==> config.mk <==
export PLATFORM = sky130hd
export DESIGN_NAME = shifter_control_flat
export DESIGN_NICKNAME = d
export VERILOG_FILES = /design/src/rtl/shifter_control_pkg.sv /design/src/rtl/shifter_control_if.sv /design/src/rtl/shifter_control_fixup.sv /design/src/rtl/shifter_control.sv /design/src/flat_wrapper.sv
export SDC_FILE = /design/constraint.sdc
export NUM_CORES = 1
export LEC_CHECK = 0
export BUFFER_PORTS_ARGS = -buffer_cell sky130_fd_sc_hd__buf_2
export CORE_MARGIN = 5
export CORE_UTILIZATION = 25
export DETAILED_ROUTE_END_ITERATION = 10
export GPL_ROUTABILITY_DRIVEN = 0
export SLEW_MARGIN = 20
export SYNTH_ARGS = -nofsm -noshare
export SYNTH_HDL_FRONTEND = slang
export SYNTH_SLANG_ARGS = --single-unit
==> constraint.sdc <==
create_clock -name clk -period 4.49 [get_ports clk]
set_clock_uncertainty 0.05 [all_clocks]
set_input_delay 0.898 -clock clk [delete_from_list [all_inputs] [get_ports clk]]
set_output_delay 0.898 -clock clk [all_outputs]
set_load 0.03 [all_outputs]
==> src/rtl/shifter_control_pkg.sv <==
//--------------------------------------------------------------------------
// Module  : shifter_control_pkg
// Brief   : Shared types and operand2 field offsets for the shifter control
//           block (shift type, controller state, bit positions).
// Rev     : 1.0  initial release
//--------------------------------------------------------------------------
`default_nettype none

package shifter_control_pkg;

    typedef enum logic [1:0] {
        SH_LSL = 2'd0,
        SH_LSR = 2'd1,
        SH_ASR = 2'd2,
        SH_ROR = 2'd3
    } shift_type_t;

    typedef enum logic [1:0] {
        ST_IDLE    = 2'd0,
        ST_RS_READ = 2'd1,
        ST_SHIFT   = 2'd2,
        ST_HOLD    = 2'd3
    } shift_ctrl_state_t;

    // Operand2 layout: [11:8] rotate or Rs index, [11:7] shift immediate,
    // [6:5] shift type, [4] register-amount flag, [7:0] immediate byte.
    localparam int c_OP2_IMM8_LSB  = 0;
    localparam int c_OP2_ROT_LSB   = 8;
    localparam int c_OP2_RS_LSB    = 8;
    localparam int c_OP2_SHAMT_LSB = 7;
    localparam int c_OP2_TYPE_LSB  = 5;
    localparam int c_OP2_REGSH_BIT = 4;

    function automatic logic [4:0] rot_to_amount(input logic [3:0] rot);
        return {rot, 1'b0};
    endfunction

endpackage

`default_nettype wire

==> src/rtl/shifter_control_if.sv <==
//--------------------------------------------------------------------------
// Module  : shifter_control_if
// Brief   : Link between the shifter controller and the barrel shifter.
// Rev     : 1.0  initial release
//--------------------------------------------------------------------------
`default_nettype none

interface shifter_control_if;
    import shifter_control_pkg::*;

    logic [31:0] rm;
    shift_type_t shift_type;
    logic [4:0]  shift_amount;
    logic        carry_in;
    logic [31:0] op_b;
    logic        carry_out;

    modport control_side (
        output rm, shift_type, shift_amount, carry_in,
        input  op_b, carry_out
    );

    modport shifter_side (
        input  rm, shift_type, shift_amount, carry_in,
        output op_b, carry_out
    );
endinterface

`default_nettype wire

==> src/rtl/shifter_control_fixup.sv <==
//--------------------------------------------------------------------------
// Module  : shifter_control_fixup
// Brief   : Combinational shifter drive plus #0 / >=32 result overrides.
//           Register-amount shifts only with SHIFTER_CTRL_REGSHIFT_EN.
// Rev     : 1.0  initial release
//--------------------------------------------------------------------------
`default_nettype none

module shifter_control_fixup
    import shifter_control_pkg::*;
(
    input  logic        i_imm,
    input  logic [11:0] i_op2,
    input  logic [31:0] i_rm,
    input  logic        i_carry,
    input  logic [7:0]  i_rs_amount,
    output logic [31:0] o_sh_rm,
    output shift_type_t o_sh_type,
    output logic [4:0]  o_sh_amount,
    output logic        o_sh_carry_in,
    input  logic [31:0] i_sh_op_b,
    input  logic        i_sh_carry_out,
    output logic [31:0] o_result,
    output logic        o_carry
);

    logic [3:0]  w_rot;
    logic [4:0]  w_shamt;
    logic [7:0]  w_imm8;
    shift_type_t w_type;

    assign w_rot   = i_op2[c_OP2_ROT_LSB +: 4];
    assign w_shamt = i_op2[c_OP2_SHAMT_LSB +: 5];
    assign w_imm8  = i_op2[c_OP2_IMM8_LSB +: 8];
    assign w_type  = shift_type_t'(i_op2[c_OP2_TYPE_LSB +: 2]);

`ifndef SHIFTER_CTRL_REGSHIFT_EN
    logic w_unused_amt;
    assign w_unused_amt = ^i_rs_amount;
`endif

    always_comb begin
        o_sh_rm       = i_rm;
        o_sh_type     = w_type;
        o_sh_amount   = w_shamt;
        o_sh_carry_in = i_carry;
        o_result      = i_sh_op_b;
        o_carry       = i_sh_carry_out;

        if (i_imm) begin
            o_sh_rm = {24'd0, w_imm8};
            if (w_rot == 4'd0) begin
                o_sh_type   = SH_LSL;
                o_sh_amount = 5'd0;
            end else begin
                o_sh_type   = SH_ROR;
                o_sh_amount = rot_to_amount(w_rot);
                o_carry     = i_sh_op_b[31];
            end
        end else if (i_op2[c_OP2_REGSH_BIT]) begin
`ifdef SHIFTER_CTRL_REGSHIFT_EN
            o_sh_amount = i_rs_amount[4:0];
            // Low five bits zero would mean RRX or a full-width shift in the
            // shifter; drive a plain passthrough and fix the result below.
            if (i_rs_amount[4:0] == 5'd0) begin
                o_sh_type   = SH_LSL;
                o_sh_amount = 5'd0;
            end
            if (|i_rs_amount[7:5]) begin
                unique case (w_type)
                    SH_LSL: begin
                        o_result = 32'd0;
                        o_carry  = (i_rs_amount == 8'd32) ? i_rm[0] : 1'b0;
                    end
                    SH_LSR: begin
                        o_result = 32'd0;
                        o_carry  = (i_rs_amount == 8'd32) ? i_rm[31] : 1'b0;
                    end
                    SH_ASR: begin
                        o_result = {32{i_rm[31]}};
                        o_carry  = i_rm[31];
                    end
                    SH_ROR: begin
                        if (i_rs_amount[4:0] == 5'd0) begin
                            o_result = i_rm;
                            o_carry  = i_rm[31];
                        end
                    end
                    default: ;
                endcase
            end
`else
            o_sh_type   = SH_LSL;
            o_sh_amount = 5'd0;
`endif
        end else if (w_shamt == 5'd0) begin
            // Immediate #0 encodes LSR #32 / ASR #32; ROR #0 is RRX in the shifter.
            unique case (w_type)
                SH_LSR: begin
                    o_result = 32'd0;
                    o_carry  = i_rm[31];
                end
                SH_ASR: begin
                    o_result = {32{i_rm[31]}};
                    o_carry  = i_rm[31];
                end
                default: ;
            endcase
        end
    end

endmodule

`default_nettype wire

==> src/rtl/shifter_control.sv <==
//--------------------------------------------------------------------------
// Module  : shifter_control
// Brief   : Operand2 sequencer: accepts a request, optionally reads Rs, drives
//           the barrel shifter and holds the result until taken.
//           Register-amount shifts enabled by SHIFTER_CTRL_REGSHIFT_EN.
// Rev     : 1.0  initial release
//--------------------------------------------------------------------------
`default_nettype none

module shifter_control
    import shifter_control_pkg::*;
(
    input  logic        clk,
    input  logic        rst_n,
    input  logic        req_valid,
    output logic        req_ready,
    input  logic        req_imm,
    input  logic [11:0] req_op2,
    input  logic [31:0] req_rm,
    input  logic        req_carry,
    output logic        rs_rd_en,
    output logic [3:0]  rs_addr,
    input  logic [31:0] rs_data,
    output logic        out_valid,
    input  logic        out_ready,
    output logic [31:0] out_op_b,
    output logic        out_carry,
    shifter_control_if.control_side shft
);

    shift_ctrl_state_t r_state;
    shift_ctrl_state_t w_next_state;

    logic        r_imm;
    logic [11:0] r_op2;
    logic [31:0] r_rm;
    logic        r_carry;
    logic [31:0] r_out_op_b;
    logic        r_out_carry;
    logic [7:0]  w_rs_amount;
    logic        w_accept;
    logic        w_reg_req;
    logic [31:0] w_sh_rm;
    shift_type_t w_sh_type;
    logic [4:0]  w_sh_amount;
    logic        w_sh_carry_in;
    logic [31:0] w_result;
    logic        w_res_carry;
    logic        w_unused;

    assign w_accept = req_valid && req_ready;
    assign rs_addr  = req_op2[c_OP2_RS_LSB +: 4];

`ifdef SHIFTER_CTRL_REGSHIFT_EN
    logic [7:0] r_rs_amount;

    assign w_reg_req = !req_imm && req_op2[c_OP2_REGSH_BIT];

    always_ff @(posedge clk or negedge rst_n) begin
        if (!rst_n) begin
            r_rs_amount <= 8'd0;
        end else if (r_state == ST_RS_READ) begin
            r_rs_amount <= rs_data[7:0];
        end
    end

    assign w_rs_amount = r_rs_amount;
    assign w_unused    = ^rs_data[31:8];
`else
    assign w_reg_req   = 1'b0;
    assign w_rs_amount = 8'd0;
    assign w_unused    = ^rs_data;
`endif

    always_ff @(posedge clk or negedge rst_n) begin
        if (!rst_n) begin
            r_state <= ST_IDLE;
        end else begin
            r_state <= w_next_state;
        end
    end

    always_comb begin
        w_next_state = r_state;
        req_ready    = 1'b0;
        rs_rd_en     = 1'b0;
        unique case (r_state)
            ST_IDLE: begin
                req_ready = 1'b1;
                if (req_valid) begin
                    if (w_reg_req) begin
                        rs_rd_en     = 1'b1;
                        w_next_state = ST_RS_READ;
                    end else begin
                        w_next_state = ST_SHIFT;
                    end
                end
            end
            ST_RS_READ: w_next_state = ST_SHIFT;
            ST_SHIFT:   w_next_state = ST_HOLD;
            ST_HOLD: begin
                if (out_ready) begin
                    w_next_state = ST_IDLE;
                end
            end
            default: w_next_state = ST_IDLE;
        endcase
    end

    always_ff @(posedge clk or negedge rst_n) begin
        if (!rst_n) begin
            r_imm       <= 1'b0;
            r_op2       <= 12'd0;
            r_rm        <= 32'd0;
            r_carry     <= 1'b0;
            r_out_op_b  <= 32'd0;
            r_out_carry <= 1'b0;
        end else begin
            if (w_accept) begin
                r_imm   <= req_imm;
                r_op2   <= req_op2;
                r_rm    <= req_rm;
                r_carry <= req_carry;
            end
            if (r_state == ST_SHIFT) begin
                r_out_op_b  <= w_result;
                r_out_carry <= w_res_carry;
            end
        end
    end

    shifter_control_fixup u_fixup (
        .i_imm          (r_imm),
        .i_op2          (r_op2),
        .i_rm           (r_rm),
        .i_carry        (r_carry),
        .i_rs_amount    (w_rs_amount),
        .o_sh_rm        (w_sh_rm),
        .o_sh_type      (w_sh_type),
        .o_sh_amount    (w_sh_amount),
        .o_sh_carry_in  (w_sh_carry_in),
        .i_sh_op_b      (shft.op_b),
        .i_sh_carry_out (shft.carry_out),
        .o_result       (w_result),
        .o_carry        (w_res_carry)
    );

    assign shft.rm           = w_sh_rm;
    assign shft.shift_type   = w_sh_type;
    assign shft.shift_amount = w_sh_amount;
    assign shft.carry_in     = w_sh_carry_in;

    assign out_valid = (r_state == ST_HOLD);
    assign out_op_b  = r_out_op_b;
    assign out_carry = r_out_carry;

endmodule

`default_nettype wire
==> src/flat_wrapper.sv <==
// flat-port wrapper written by rule: the top's interface ports become plain ports
module shifter_control_flat import shifter_control_pkg::*;
  (clk, rst_n, req_valid, req_ready, req_imm, req_op2, req_rm, req_carry, rs_rd_en, rs_addr, rs_data, out_valid, out_ready, out_op_b, out_carry, shft_rm, shft_shift_type, shft_shift_amount, shft_carry_in, shft_op_b, shft_carry_out);
  shifter_control_if shft_i ();
  input  logic clk;
  input  logic rst_n;
  input  logic req_valid;
  output logic req_ready;
  input  logic req_imm;
  input  logic [11:0] req_op2;
  input  logic [31:0] req_rm;
  input  logic req_carry;
  output logic rs_rd_en;
  output logic [3:0] rs_addr;
  input  logic [31:0] rs_data;
  output logic out_valid;
  input  logic out_ready;
  output logic [31:0] out_op_b;
  output logic out_carry;
  output wire logic [$bits(shft_i.rm)-1:0] shft_rm;
  output wire logic [$bits(shft_i.shift_type)-1:0] shft_shift_type;
  output wire logic [$bits(shft_i.shift_amount)-1:0] shft_shift_amount;
  output wire logic [$bits(shft_i.carry_in)-1:0] shft_carry_in;
  input wire logic [$bits(shft_i.op_b)-1:0] shft_op_b;
  input wire logic [$bits(shft_i.carry_out)-1:0] shft_carry_out;
  assign shft_rm = shft_i.rm;
  assign shft_shift_type = shft_i.shift_type;
  assign shft_shift_amount = shft_i.shift_amount;
  assign shft_carry_in = shft_i.carry_in;
  assign shft_i.op_b = shft_op_b;
  assign shft_i.carry_out = shft_carry_out;
  shifter_control u_core (.clk(clk), .rst_n(rst_n), .req_valid(req_valid), .req_ready(req_ready), .req_imm(req_imm), .req_op2(req_op2), .req_rm(req_rm), .req_carry(req_carry), .rs_rd_en(rs_rd_en), .rs_addr(rs_addr), .rs_data(rs_data), .out_valid(out_valid), .out_ready(out_ready), .out_op_b(out_op_b), .out_carry(out_carry), .shft(shft_i));
endmodule
Word level (Yosys, flattened, before mapping)
Index checks and enable logic that the tools add are counted.
- equality and inequality tests: 7
- reductions and logical operators: 6
- muxes and demuxes: 20
- operators by type and width (cell ; number):
    $mux 32 ; 4
    $pmux 32 s2 ; 1
    $mux 5 ; 3
    $mux 2 ; 5
    $pmux 2 s4 ; 1
    $eq 2x2->1 const B ; 3
    $mux 1 ; 6
    $logic_not 5->1 ; 1
    $eq 2x1->1 const B ; 2
    $logic_not 4->1 ; 1
    $logic_not 2->1 ; 1
    $ne 2x1->1 const B ; 1
    $ne 2x2->1 const B ; 1
    $reduce_and 2->1 ; 1
    $reduce_or 2->1 ; 1
    $logic_and 1x1->1 ; 1
- bits in registers: 81
- output and inout bits: 80
- logic and storage cells: 40

Logic depth before layout (Yosys ltp)
Gate-level depths: netlist of run 1.
- word-level depth: 6
- gate-level depth with buffers: 7
- mapped depth without buffers: 6

By module
From an unflattened synthesis of run 1, not the netlist that was laid out.
- cell total of the unflattened synthesis: 279
- area total of the unflattened synthesis: 4131.5 µm²
- by module, submodules not included (module ; times used ; seq. area each (µm²) ; area an instance (µm²) ; cells each):
    shifter_control ; 1 ; 2026.9 ; 3405.8 ; 182
    shifter_control_fixup ; 1 ; 0.0 ; 725.7 ; 97

Worst setup path before layout of run 1
Ideal clock, no wire load.
- path type: register to output
- start point: reg u_core.r_imm
- end point: out shft_rm[5]
- buffers on the path: 2
- stages on the path, launching flop included: 4
- slack: 2.137 ns
- arrival time: 1.405 ns
- required time: 3.542 ns
- path through: dfrtp_1 -> buf_1 -> clkbuf_1 -> mux2_2
- longest elaborated chain between the ends: 1
- RTL lines (element ; line ; text):
    from (decl) ; shifter_control.sv:34 ; logic r_imm;
    from (signal assigned) ; shifter_control.sv:120 ; r_imm <= req_imm;
    $mux 32 ; shifter_control_fixup.sv:50 ; if (i_imm) begin
    to (decl) ; flat_wrapper.sv:20 ; output wire logic [$bits(shft_i.rm)-1:0] shft_rm;
Every way passes these cells.

Worst setup path after layout of run 1
- start point: reg u_core.r_imm
- end point: out shft_rm[6]
Same word-level chain as after synthesis.

==> results of run 1 <==
area by class of cell:
| type | count | area (sq um) | area share, % |
|---|---|---|---|
| inverter | 1 | 3.75 | 0.0765 |
| timing repair buffer | 164 | 835 | 17.0 |
| clock inverter | 3 | 15.0 | 0.306 |
| tap | 184 | 230 | 4.69 |
| clock buffer | 13 | 260 | 5.30 |
| sequential | 81 | 2030 | 41.3 |
| multi-input combinational | 206 | 1540 | 31.3 |
critical path, cell delays in order, from the launching register on:
cell	delay, ns
dfrtp_1	0.65
buf_4	0.39
mux2_2	0.37
buf_2	0.18
registers in the layout, indices dropped and copies added (netlist names):
signal            flops
u_core.out_carry      1
u_core.out_op_b      32
u_core.r_carry        1
u_core.r_imm          1
u_core.r_op2         12
u_core.r_rm          32
u_core.r_state        2
stage by stage:
stage | setup slack (ns) | hold slack (ns) | std cells
2_1_floorplan | 2.14 | 0.423 | 317
3_3_place_gp | 1.92 | 0.413 | 636
3_5_place_dp | 1.91 | 0.424 | 636
4_1_cts | 1.53 | 0.438 | 652
5_1_grt | 1.48 | 0.452 | 652
6_report | 1.61 | 0.430 | 652
power by group through the flow:
stage	combinational [mW]	sequential, mW	clock (mW)
detailed placement	2.10	1.34	0
CTS	2.11	1.33	0.713
finish	2.07	1.32	0.679
global placement	2.08	1.32	0
global route	2.23	1.37	0.745
floorplan	1.27	1.56	0
placed cells by master (no fill, tap or decap):
cell       instances
buf_2            160
dfrtp_1           81
mux2_2            53
nand2_1           36
a21oi_2           30
o21ai_1           30
nor2b_1           25
clkbuf_16          9
and2_1             6
o21ai_0            4
nor2_1             3
clkinv_2           3
buf_4              3
or4_4              2
a21oi_1            2
mux2i_1            2
clkbuf_1           2
clkbuf_8           2
inv_1              1
or2_2              1
nand2b_1           1
a22o_1             1
and2_4             1
a21boi_0           1
nand2b_2           1
nor4_4             1
nor4_1             1
or3b_2             1
o211ai_1           1
o21bai_1           1
ha_1               1
conb_1             1
buf_6              1
how the worst min path moves through the flow:
stage | startpoint | to | cells past startpoint
3_3_place_gp | u_core.out_op_b[16]$_DFFE_PN0N_ | u_core.out_op_b[16]$_DFFE_PN0N_ | 2
6_report | u_core.out_op_b[27]$_DFFE_PN0N_ | u_core.out_op_b[27]$_DFFE_PN0N_ | 2
5_1_grt | u_core.out_op_b[6]$_DFFE_PN0N_ | u_core.out_op_b[6]$_DFFE_PN0N_ | 2
2_1_floorplan | u_core.r_rm[10]$_DFFE_PN0P_ | u_core.r_rm[10]$_DFFE_PN0P_ | 1
4_1_cts | u_core.out_op_b[27]$_DFFE_PN0N_ | u_core.out_op_b[27]$_DFFE_PN0N_ | 2
3_5_place_dp | u_core.out_op_b[27]$_DFFE_PN0N_ | u_core.out_op_b[27]$_DFFE_PN0N_ | 2
routing by layer:
layer / global-route usage [%] / vias up / part of all wire, %
met1: 13.1 / 1354 / 41
met4: 3.09 / 2 / 0.91
met2: 18.1 / 93 / 49
met5: 0 / - / 0.072
met3: 5.42 / 8 / 9.3
li1: - / 1366 / -
logic make-up (layout without fill, tap and decap cells):
logic type,count (synthesis),count (layout)
AOI/OAI and AO/OA,70,70
DFF,81,81
other,1,1
and+or+nand+nor,79,79
adders and majority gates,1,1
buffers and inverters,30,181
muxes,55,55
==> out/qor.txt, run 1 <==
Port Buf Inserts: 161
Post-Synth Simple-Gate Area: 11.1%
Cells on worst reg2reg path: 4
Kind of end point of the critical path: primary output
Dominant combinational cell family by area after synthesis: multiplexers
Proportion of power drawn by combinational gates: 50.8%
Power density over cell area: 829 nW/um^2
Estimated wirelength of the detail-placed design: 7090 um
Crit path from: u_core.r_imm$_DFFE_PN0P_
Total iterations of the first detailed-routing run: 4
Crit Reg-Reg Startpoint: u_core.r_op2[8]$_DFFE_PN0P_
Unrepaired setup endpoints after global routing: false
Final count of negative-setup-slack endpoints: 0
Routed wire per std cell: 14.9 um
Sink Count: 81
Overflow left after global routing: 0
Portion of the post-synthesis area used by sequential elements: 54.3%
Cell Area, Placed: 4630 sq um
Number of placement rows: 44
Total Neg Setup Slack: 0 ns
List of most frequent post-synthesis cells: 81 x dfrtp_1, 53 x mux2_2, 36 x nand2_1
Critical path peak fanout: 27
Total leakage power: 2.34 nW
PostCTS Resize Cnt: 0
DRT antenna net count: 0
Share of the cycle needed by the critical path after routing: 64.3%
Sort of element at the start of the critical path: register
Longest Clk Path Bufs: 2
Achievable clock frequency: 347 MHz
I/O Pins: 195
Most frequently used cell type in the post-synthesis netlist: dfrtp_1
Seq pwr share: 32.5%
Worst-path clk slew: 0.06 ns
P&R area growth vs syn: 31.6%
Synthesized instance count: 317
Post-synth ARST share: 100%
Synthesized-area fraction occupied by ao, oa, aoi and oai cells: 12.7%
Req. time, crit path: 3.54 ns
Tightest Pin Transition: 0.744 ns
Latest clock arrival within the worst-skew pair: 0.33 ns
Hold-fix buffers at CTS: 0
Drt first-iter violations: 75
Fill cell instance count of the final layout: 1441
Ranking of synthesized cells by area: dfrtp_1 54%, mux2_2 16%, a21oi_2 7.0%
Fraction of the mapped netlist area in adder cells: 0.335%
TritonCTS Buffers: 9
Via count of the first global-routing pass: 2998
Final Core Density: 33.6%
Result of the run: completed
Clock root cell: clkbuf_16
Remaining DRCs: 0
Syn_nets: 433
Cell area after layout: 4910 sq um
End of the critical path: shft_rm[6]
Fraction of synthesized area in multiplexers: 16.5%
Top-area cell type share of the netlist area: 54.3%
DIE HEIGHT: 132 um
Area share of xor/xnor cells in the synthesized design: 0%
Initial Utilization: 25.6%
Tot GR Track Use: 11.1%
Reg2Reg Setup Slack: 2.16 ns
Proportion of layout cells with a drive suffix above 1: 57.3%
Count of pins over their slew limit: 0
Vias after detailed routing: 2823
Normalized max-slew margin: 50.4%
Avg Synthesized Cell Area: 11.8 sq um
Clock Power Share: 16.7%
Dominant cell type by area after synthesis: dfrtp_1
Final hold viol count: 0
Type of the worst setup path: register to primary output
Floorplan core area: 14600 sq um
Number of register bits inferred by synthesis: 81
Switching share of total power: 45.0%
Flip-flop cell with the highest count after synthesis: dfrtp_1
Pin count of the biggest net entering global routing: 82
Reg-to-reg endpoint: u_core.out_op_b[0]$_DFFE_PN0N_
Number of buffers inserted to repair setup after CTS: 0
Antenna diode count: 0
Post-Syn Area: 3730 sq um
Net load switching power: 1.83 mW
Worst min path class: register to register
Horizontal die dimension: 132 um
Peak supply drop: 0.306 mV
Vias per std cell: 4.33
Distinct cells, synth: 28
Power Total: 4.07 mW
Initial antenna violation count: 1
Number of maximum-capacitance violations: 0
Number of synthesized flops with an enable pin: 0
Power Internal: 2.24 mW
Min Tclk post-route: 2.88 ns
H-tree depth: 3
Total Die Area: 17500 sq um
CTS tree: done
Number of nets in the finished design: 579
Yosys synthesis warning count: 0
Worst Path Arrival: 1.94 ns
Routed Wire Length: 9740 um
Global-route wire length before repair: 15700 um
(Power assumes the default switching activity.)
==> inputs of run 2 (changes only) <==
==> constraint.sdc (replaced) <==
create_clock -name clk -period 2.9 [get_ports clk]
set_clock_uncertainty 0.05 [all_clocks]
set_input_delay 0.58 -clock clk [delete_from_list [all_inputs] [get_ports clk]]
set_output_delay 0.58 -clock clk [all_outputs]
set_load 0.03 [all_outputs]
==> run 2 against run 1 <==
Combinational power increased by 56%. Die area is the same. Routed wire length increased by 2.0%. Critical endpoint is now shft_shift_type[1]. Highest routed layer is now met4. Sequential power increased by 52%.
==> out/qor.txt, run 2 (same netlist as run 1, synthesis figures left out) <==
Result of the run: completed
Worst min path class: primary input to asynchronous set/reset pin
Initial Utilization: 25.6% (unchanged)
Post-Layout Cell Count: 653 (+0.15%)
Pin count of the biggest net entering global routing: 82 (unchanged)
Remaining DRCs: 0 (unchanged)
Leading cell types in the layout, fill and taps excluded: 160 x buf_2, 81 x dfrtp_1, 53 x mux2_2
CTS tree: done
DRT antenna net count: 0 (unchanged)
Most frequent standard cell in the layout excluding fill and tap cells: buf_2
Number of maximum-capacitance violations: 0 (unchanged)
Net load switching power: 2.87 mW (+57%)
Clock Power Share: 21.5% (+4.8 points)
Critical path peak fanout: 6 (-78%)
Kind of end point of the critical path: primary output
Fin worst setup slack: 0.494 ns (-1.11 ns)
TritonCTS Buffers: 9 (unchanged)
Antenna diode count: 0 (unchanged)
Peak supply drop: 0.525 mV (+71%)
Hold-fix buffers at CTS: 0 (unchanged)
Power density over cell area: 1330 nW/um^2 (+61%)
I/O Pins: 195 (unchanged)
Tightest Pin Transition: 0.756 ns (+0.0120 ns)
Proportion of power drawn by combinational gates: 48.4% (-2.4 points)
Floorplan core area: 14600 sq um (unchanged)
Cells on worst reg2reg path: 4 (unchanged)
CP cell instances: or4_4, a22o_1, buf_2
Worst Path Arrival: 1.78 ns (-0.16 ns)
Switching share of total power: 42.9% (-2.1 points)
Min Tclk post-route: 2.41 ns
Vias after detailed routing: 2832 (+0.32%)
Largest delay share family, worst path: simple AND/OR/NAND/NOR gates
Achievable clock frequency: 416 MHz
Reg-to-reg endpoint: u_core.out_op_b[31]$_DFFE_PN0N_
DIE HEIGHT: 132 um (unchanged)
Sort of element at the start of the critical path: register
Slowest Stage Delay on Critical Path: 0.61 ns (-0.04 ns)
Latest clock arrival within the worst-skew pair: 0.34 ns (about the same)
Power Internal: 3.82 mW (+71%)
Horizontal die dimension: 132 um (unchanged)
Tot GR Track Use: 11.4% (+0.31 points)
Longest Clk Path Bufs: 2 (unchanged)
Sink Count: 81 (unchanged)
Cell Area, Placed: 4630 sq um (+0.16%)
Total leakage power: 2.40 nW (+2.2%)
Type of the worst setup path: register to primary output
Overflow left after global routing: 0 (unchanged)
Via count of the first global-routing pass: 3092 (+3.1%)
Seq pwr share: 30.1% (-2.4 points)
Estimated wirelength of the detail-placed design: 7030 um (-0.91%)
P&R area growth vs syn: 34.5%
Share of the cycle needed by the critical path after routing: 83.0%
Final hold viol count: 0 (unchanged)
Global-route wire length before repair: 16100 um (+2.1%)
PostCTS Resize Cnt: 0 (unchanged)
Unrepaired setup endpoints after global routing: false
Count of pins over their slew limit: 0 (unchanged)
Number of buffers inserted to repair setup after CTS: 0 (unchanged)
Clock root cell: clkbuf_16
Vias per std cell: 4.34 (+0.17%)
Req. time, crit path: 2.27 ns (-1.27 ns)
H-tree depth: 3 (unchanged)
Total Neg Setup Slack: 0 ns (unchanged)
Minimum setup slack after placement: 0.561 ns (-1.35 ns)
Cell area after layout: 5020 sq um (+2.2%)
Port Buf Inserts: 161 (unchanged)
Critical path's slowest cell: or4_4
Drt first-iter violations: 79 (+5.3%)
Total iterations of the first detailed-routing run: 4 (unchanged)
Normalized max-slew margin: 49.6% (-0.80 points)
Total Die Area: 17500 sq um (unchanged)
Final count of negative-setup-slack endpoints: 0 (unchanged)
Fill cell instance count of the final layout: 1463 (+1.5%)
Number of nets in the finished design: 580 (+0.17%)
Routed Wire Length: 9930 um (+2.0%)
Buf/Inv on CP: 1 (-1)
Reg2Reg Setup Slack: 0.56 ns (-1.60 ns)
Routed wire per std cell: 15.2 um (+1.8%)
Worst-path clk slew: 0.06 ns (about the same)
Crit Reg-Reg Startpoint: u_core.r_op2[8]$_DFFE_PN0P_
Number of instances in the placed design: 637 (+0.16%)
Initial antenna violation count: 0 (-1)
Proportion of layout cells with a drive suffix above 1: 57.8% (+0.52 points)
Power Total: 6.68 mW (+64%)
Number of placement rows: 44 (unchanged)
run 2: worst max-delay path by stage:
| stage | from | to | slack, ns | cells after the start |
|---|---|---|---|---|
| after CTS | u_core.r_op2[8]$_DFFE_PN0P_ | shft_shift_type[1] | 0.47 | 3 |
| final | u_core.r_op2[8]$_DFFE_PN0P_ | shft_shift_type[1] | 0.49 | 3 |
| after global placement | u_core.r_op2[8]$_DFFE_PN0P_ | u_core.out_op_b[0]$_DFFE_PN0N_ | 0.58 | 4 |
| after floorplan | u_core.r_state[1]$_DFFE_PN0P_ | u_core.r_carry$_DFFE_PN0P_ | 0.63 | 5 |
| after detailed placement | u_core.r_op2[8]$_DFFE_PN0P_ | u_core.out_op_b[31]$_DFFE_PN0N_ | 0.56 | 4 |
| after global routing | u_core.r_op2[8]$_DFFE_PN0P_ | shft_shift_type[1] | 0.44 | 3 |
run 2: per-stage QoR:
| stage | hold slack, ns | utilization (%) |
|---|---|---|
| floorplan | 0.234 | - |
| global placement | 0.412 | 31.8 |
| detailed placement | 0.421 | 31.8 |
| CTS | 0.396 | 34.4 |
| global route | 0.311 | 34.4 |
| finish | 0.242 | 34.4 |
run 2: cell type report:
| cell class | count | area (sq um) | share of cell area [%] |
|---|---|---|---|
| Clock inverter | 5 | 125 | 2.49 |
| Sequential cell | 81 | 2030 | 40.4 |
| Inverter | 1 | 3.75 | 0.0748 |
| Timing Repair Buffer | 165 | 842 | 16.8 |
| Tap cell | 184 | 230 | 4.59 |
| Clock buffer | 11 | 253 | 5.04 |
| Multi-Input combinational cell | 206 | 1540 | 30.6 |
run 2: metal layers:
| metal | wire, um | part of all wire [%] | global-route usage, % | vias up |
|---|---|---|---|---|
| li1 | - | - | - | 1368 |
| met1 | 4110 | 41 | 13.8 | 1357 |
| met2 | 4810 | 48 | 18.1 | 93 |
| met3 | 871 | 8.8 | 5.19 | 14 |
| met4 | 127 | 1.3 | 4.00 | 0 |
| met5 | 0 | 0 | 0 | - |
run 2: power groups by stage:
| stage | Combinational (mW) | Sequential, mW | Clock [mW] |
|---|---|---|---|
| finish | 3.23 | 2.01 | 1.44 |
| global route | 3.48 | 2.09 | 1.52 |
| CTS | 3.29 | 2.03 | 1.48 |
| detailed placement | 3.28 | 2.04 | 0 |
| global placement | 3.24 | 2.01 | 0 |
| floorplan | 1.97 | 2.42 | 0 |
run 2: worst reg2reg max path, cell delays in order, from the launching register on:
cell     delay, ns
dfrtp_1       0.39
or4_4         0.62
or4_4         0.80
a21oi_1       0.26
o21ai_0       0.09
==> inputs of run 3 (changes only) <==
--- a/config.mk
+++ b/config.mk
@@ -5,6 +5,7 @@
 export SDC_FILE = /design/constraint.sdc
 export NUM_CORES = 1
 export LEC_CHECK = 0
+export ABC_AREA = 1
 export BUFFER_PORTS_ARGS = -buffer_cell sky130_fd_sc_hd__buf_2
 export CORE_MARGIN = 5
 export CORE_UTILIZATION = 25
==> constraint.sdc (replaced) <==
create_clock -name clk -period 2.5 [get_ports clk]
set_clock_uncertainty 0.05 [all_clocks]
set_input_delay 0.5 -clock clk [delete_from_list [all_inputs] [get_ports clk]]
set_output_delay 0.5 -clock clk [all_outputs]
set_load 0.03 [all_outputs]
==> run 3 against run 2 <==
Area after synthesis is 1.3% lower. Sequential share of layout area increased by 0.45 points. Count of clock-buffer cells in the layout is 1 lower. First-iteration DRC count is 32% higher. Non-clock buffer count up 5. Sequential power up 12%. Routed wire length rose by 3.3%. Global-route usage increased by 0.39 points.
==> out/qor.txt, run 3 <==
Result of the run: completed
Number of synthesized flops with an enable pin: 0 (unchanged)
Req. time, crit path: 1.95 ns (-0.32 ns)
Antenna diode count: 0 (unchanged)
Number of nets in the finished design: 671 (+16%)
Proportion of power drawn by combinational gates: 51.0% (+2.6 points)
Initial antenna violation count: 0 (unchanged)
Routed Wire Length: 10300 um (+3.3%)
Number of buffers inserted to repair setup after CTS: 0 (unchanged)
Drt first-iter violations: 104 (+32%)
Number of placement rows: 44 (unchanged)
Most frequently used cell type in the post-synthesis netlist: nor2_1
Worst min path class: primary input to asynchronous set/reset pin
Avg Synthesized Cell Area: 9.18 sq um (-22%)
Cell area after layout: 4960 sq um (-1.1%)
Post-synth ARST share: 100% (unchanged)
Clock root cell: clkbuf_16
Post-Syn Area: 3680 sq um (-1.3%)
Sort of element at the start of the critical path: register
Port Buf Inserts: 161 (unchanged)
Share of the cycle needed by the critical path after routing: 86.9%
Cell Area, Placed: 4660 sq um (+0.62%)
Longest Clk Path Bufs: 2 (unchanged)
Worst Path Arrival: 1.62 ns (-0.16 ns)
Final hold viol count: 0 (unchanged)
Number of register bits inferred by synthesis: 81 (unchanged)
Most frequent standard cell in the layout excluding fill and tap cells: buf_2
Sink Count: 81 (unchanged)
Total Neg Setup Slack: 0 ns (unchanged)
Hold-fix buffers at CTS: 0 (unchanged)
Net load switching power: 3.48 mW (+21%)
Power Internal: 3.83 mW (+0.31%)
Portion of the post-synthesis area used by sequential elements: 55.1% (+0.74 points)
Seq pwr share: 30.9% (+0.8 points)
Floorplan core area: 14500 sq um (-0.75%)
Proportion of layout cells with a drive suffix above 1: 40.4% (-17 points)
Overflow left after global routing: 0 (unchanged)
Top-area cell type share of the netlist area: 55.1% (+0.74 points)
Initial Utilization: 25.4% (-0.15 points)
Total leakage power: 2.59 nW (+8.3%)
Total iterations of the first detailed-routing run: 4 (unchanged)
Estimated wirelength of the detail-placed design: 7730 um (+10%)
DRT antenna net count: 0 (unchanged)
Total Die Area: 17200 sq um (-1.2%)
Achievable clock frequency: 460 MHz
Peak supply drop: 0.552 mV (+5.2%)
Tot GR Track Use: 11.8% (+0.39 points)
Tightest Pin Transition: 0.589 ns (-0.167 ns)
TritonCTS Buffers: 9 (unchanged)
Leading cell types in the layout, fill and taps excluded: 160 x buf_2, 93 x nor2_1, 81 x dfrtp_1
Vias after detailed routing: 3164 (+12%)
Normalized max-slew margin: 60.7% (+11 points)
Flip-flop cell with the highest count after synthesis: dfrtp_1
Pin count of the biggest net entering global routing: 43 (-48%)
Via count of the first global-routing pass: 3392 (+9.7%)
Min Tclk post-route: 2.17 ns
Clock Power Share: 18.1% (-3.4 points)
Latest clock arrival within the worst-skew pair: 0.34 ns (about the same)
Final count of negative-setup-slack endpoints: 0 (unchanged)
Count of pins over their slew limit: 0 (unchanged)
Critical path peak fanout: 17 (+11)
Synthesized instance count: 401 (+26%)
P&R area growth vs syn: 34.8%
Distinct cells, synth: 24 (-14%)
Worst-path clk slew: 0.06 ns (about the same)
Syn_nets: 517 (+19%)
DIE HEIGHT: 131 um (-0.62%)
Vias per std cell: 4.25 (-1.9%)
Switching share of total power: 47.6% (+4.7 points)
Power density over cell area: 1470 nW/um^2 (+11%)
Horizontal die dimension: 131 um (-0.62%)
H-tree depth: 3 (unchanged)
List of most frequent post-synthesis cells: 93 x nor2_1, 81 x dfrtp_1, 56 x nand2_1
Power Total: 7.31 mW (+9.3%)
Type of the worst setup path: register to primary output
PostCTS Resize Cnt: 0 (unchanged)
Yosys synthesis warning count: 0 (unchanged)
Number of maximum-capacitance violations: 0 (unchanged)
CTS tree: done
Remaining DRCs: 0 (unchanged)
I/O Pins: 195 (unchanged)
Routed wire per std cell: 13.8 um (-9.3%)
Dominant cell type by area after synthesis: dfrtp_1
Ranking of synthesized cells by area: dfrtp_1 55%, nor2_1 9.5%, a21oi_2 7.1%
Unrepaired setup endpoints after global routing: false
Global-route wire length before repair: 16800 um (+4.3%)
Kind of end point of the critical path: primary output
## run 3: cells by family (layout without fill, tap and decap cells)
logic type | after synthesis | in the layout | share of synthesized area (%)
multiplexers | 15 | 15 | 4.59
other | 1 | 1 | 0.102
adder cells (fa/ha/maj) | 1 | 1 | 0.340
AND/OR/NAND/NOR | 158 | 158 | 17.1
AO/OA/AOI/OAI | 80 | 80 | 14.5
flip-flops | 81 | 81 | 55.1
buffers and inverters | 65 | 224 | 8.30
## run 3: metrics by stage
stage | setup slack, ns | hold slack [ns] | instances | util (%)
after floorplan | 0.517 | 0.154 | 401 | -
after global placement | 0.688 | 0.425 | 728 | 32.2
after detailed placement | 0.656 | 0.431 | 728 | 32.2
after CTS | 0.269 | 0.114 | 744 | 34.3
after global routing | 0.164 | 0.150 | 744 | 34.3
final | 0.328 | 0.104 | 744 | 34.3
## run 3: layer usage
layer / track usage, % / share of wire (%)
met5: 0 / 0
met4: 4.46 / 1.4
met3: 4.47 / 8.9
met2: 18.7 / 47
met1: 14.7 / 43
## run 3: path summary, 6_finish.rpt
path,startpoint,end,slack [ns],cells after the start
hold / removal,rst_n,u_core.out_op_b[18]$_DFFE_PN0N_,0.10,1
setup reg to reg,u_core.r_op2[8]$_DFFE_PN0P_,u_core.out_op_b[5]$_DFFE_PN0N_,0.77,6
max in group asynchronous,rst_n,u_core.r_rm[17]$_DFFE_PN0P_,1.68,2
setup / recovery,u_core.r_imm$_DFFE_PN0P_,shft_rm[1],0.33,4
min in group clk,out_ready,u_core.r_state[0]$_DFFE_PN0P_,0.30,2
hold reg to reg,u_core.r_op2[3]$_DFFE_PN0P_,u_core.r_op2[3]$_DFFE_PN0P_,0.44,1
## run 3: area by class of cell
cell class	instances	area, sq um
Clock buffer	10	229
Clock inverter	6	68.8
Fill cell	1512	9520
Inverter	38	143
Multi-Input combinational cell	255	1350
Sequential cell	81	2030
Tap cell	184	230
Timing Repair Buffer	170	913
## run 3: critical path, stage by stage, from the launching register on
cell and delay (ns):
dfrtp_1 0.46, inv_1 0.41, nand2_1 0.13, nand2_1 0.09, buf_2 0.19
## run 3: power groups by stage
stage               clock [mW]  combinational, mW  sequential, mW
CTS                       1.38               3.81            2.27
detailed placement           0               3.80            2.29
global route              1.43               4.07            2.34
floorplan                    0               2.22            2.76
finish                    1.32               3.73            2.26
global placement             0               3.75            2.26
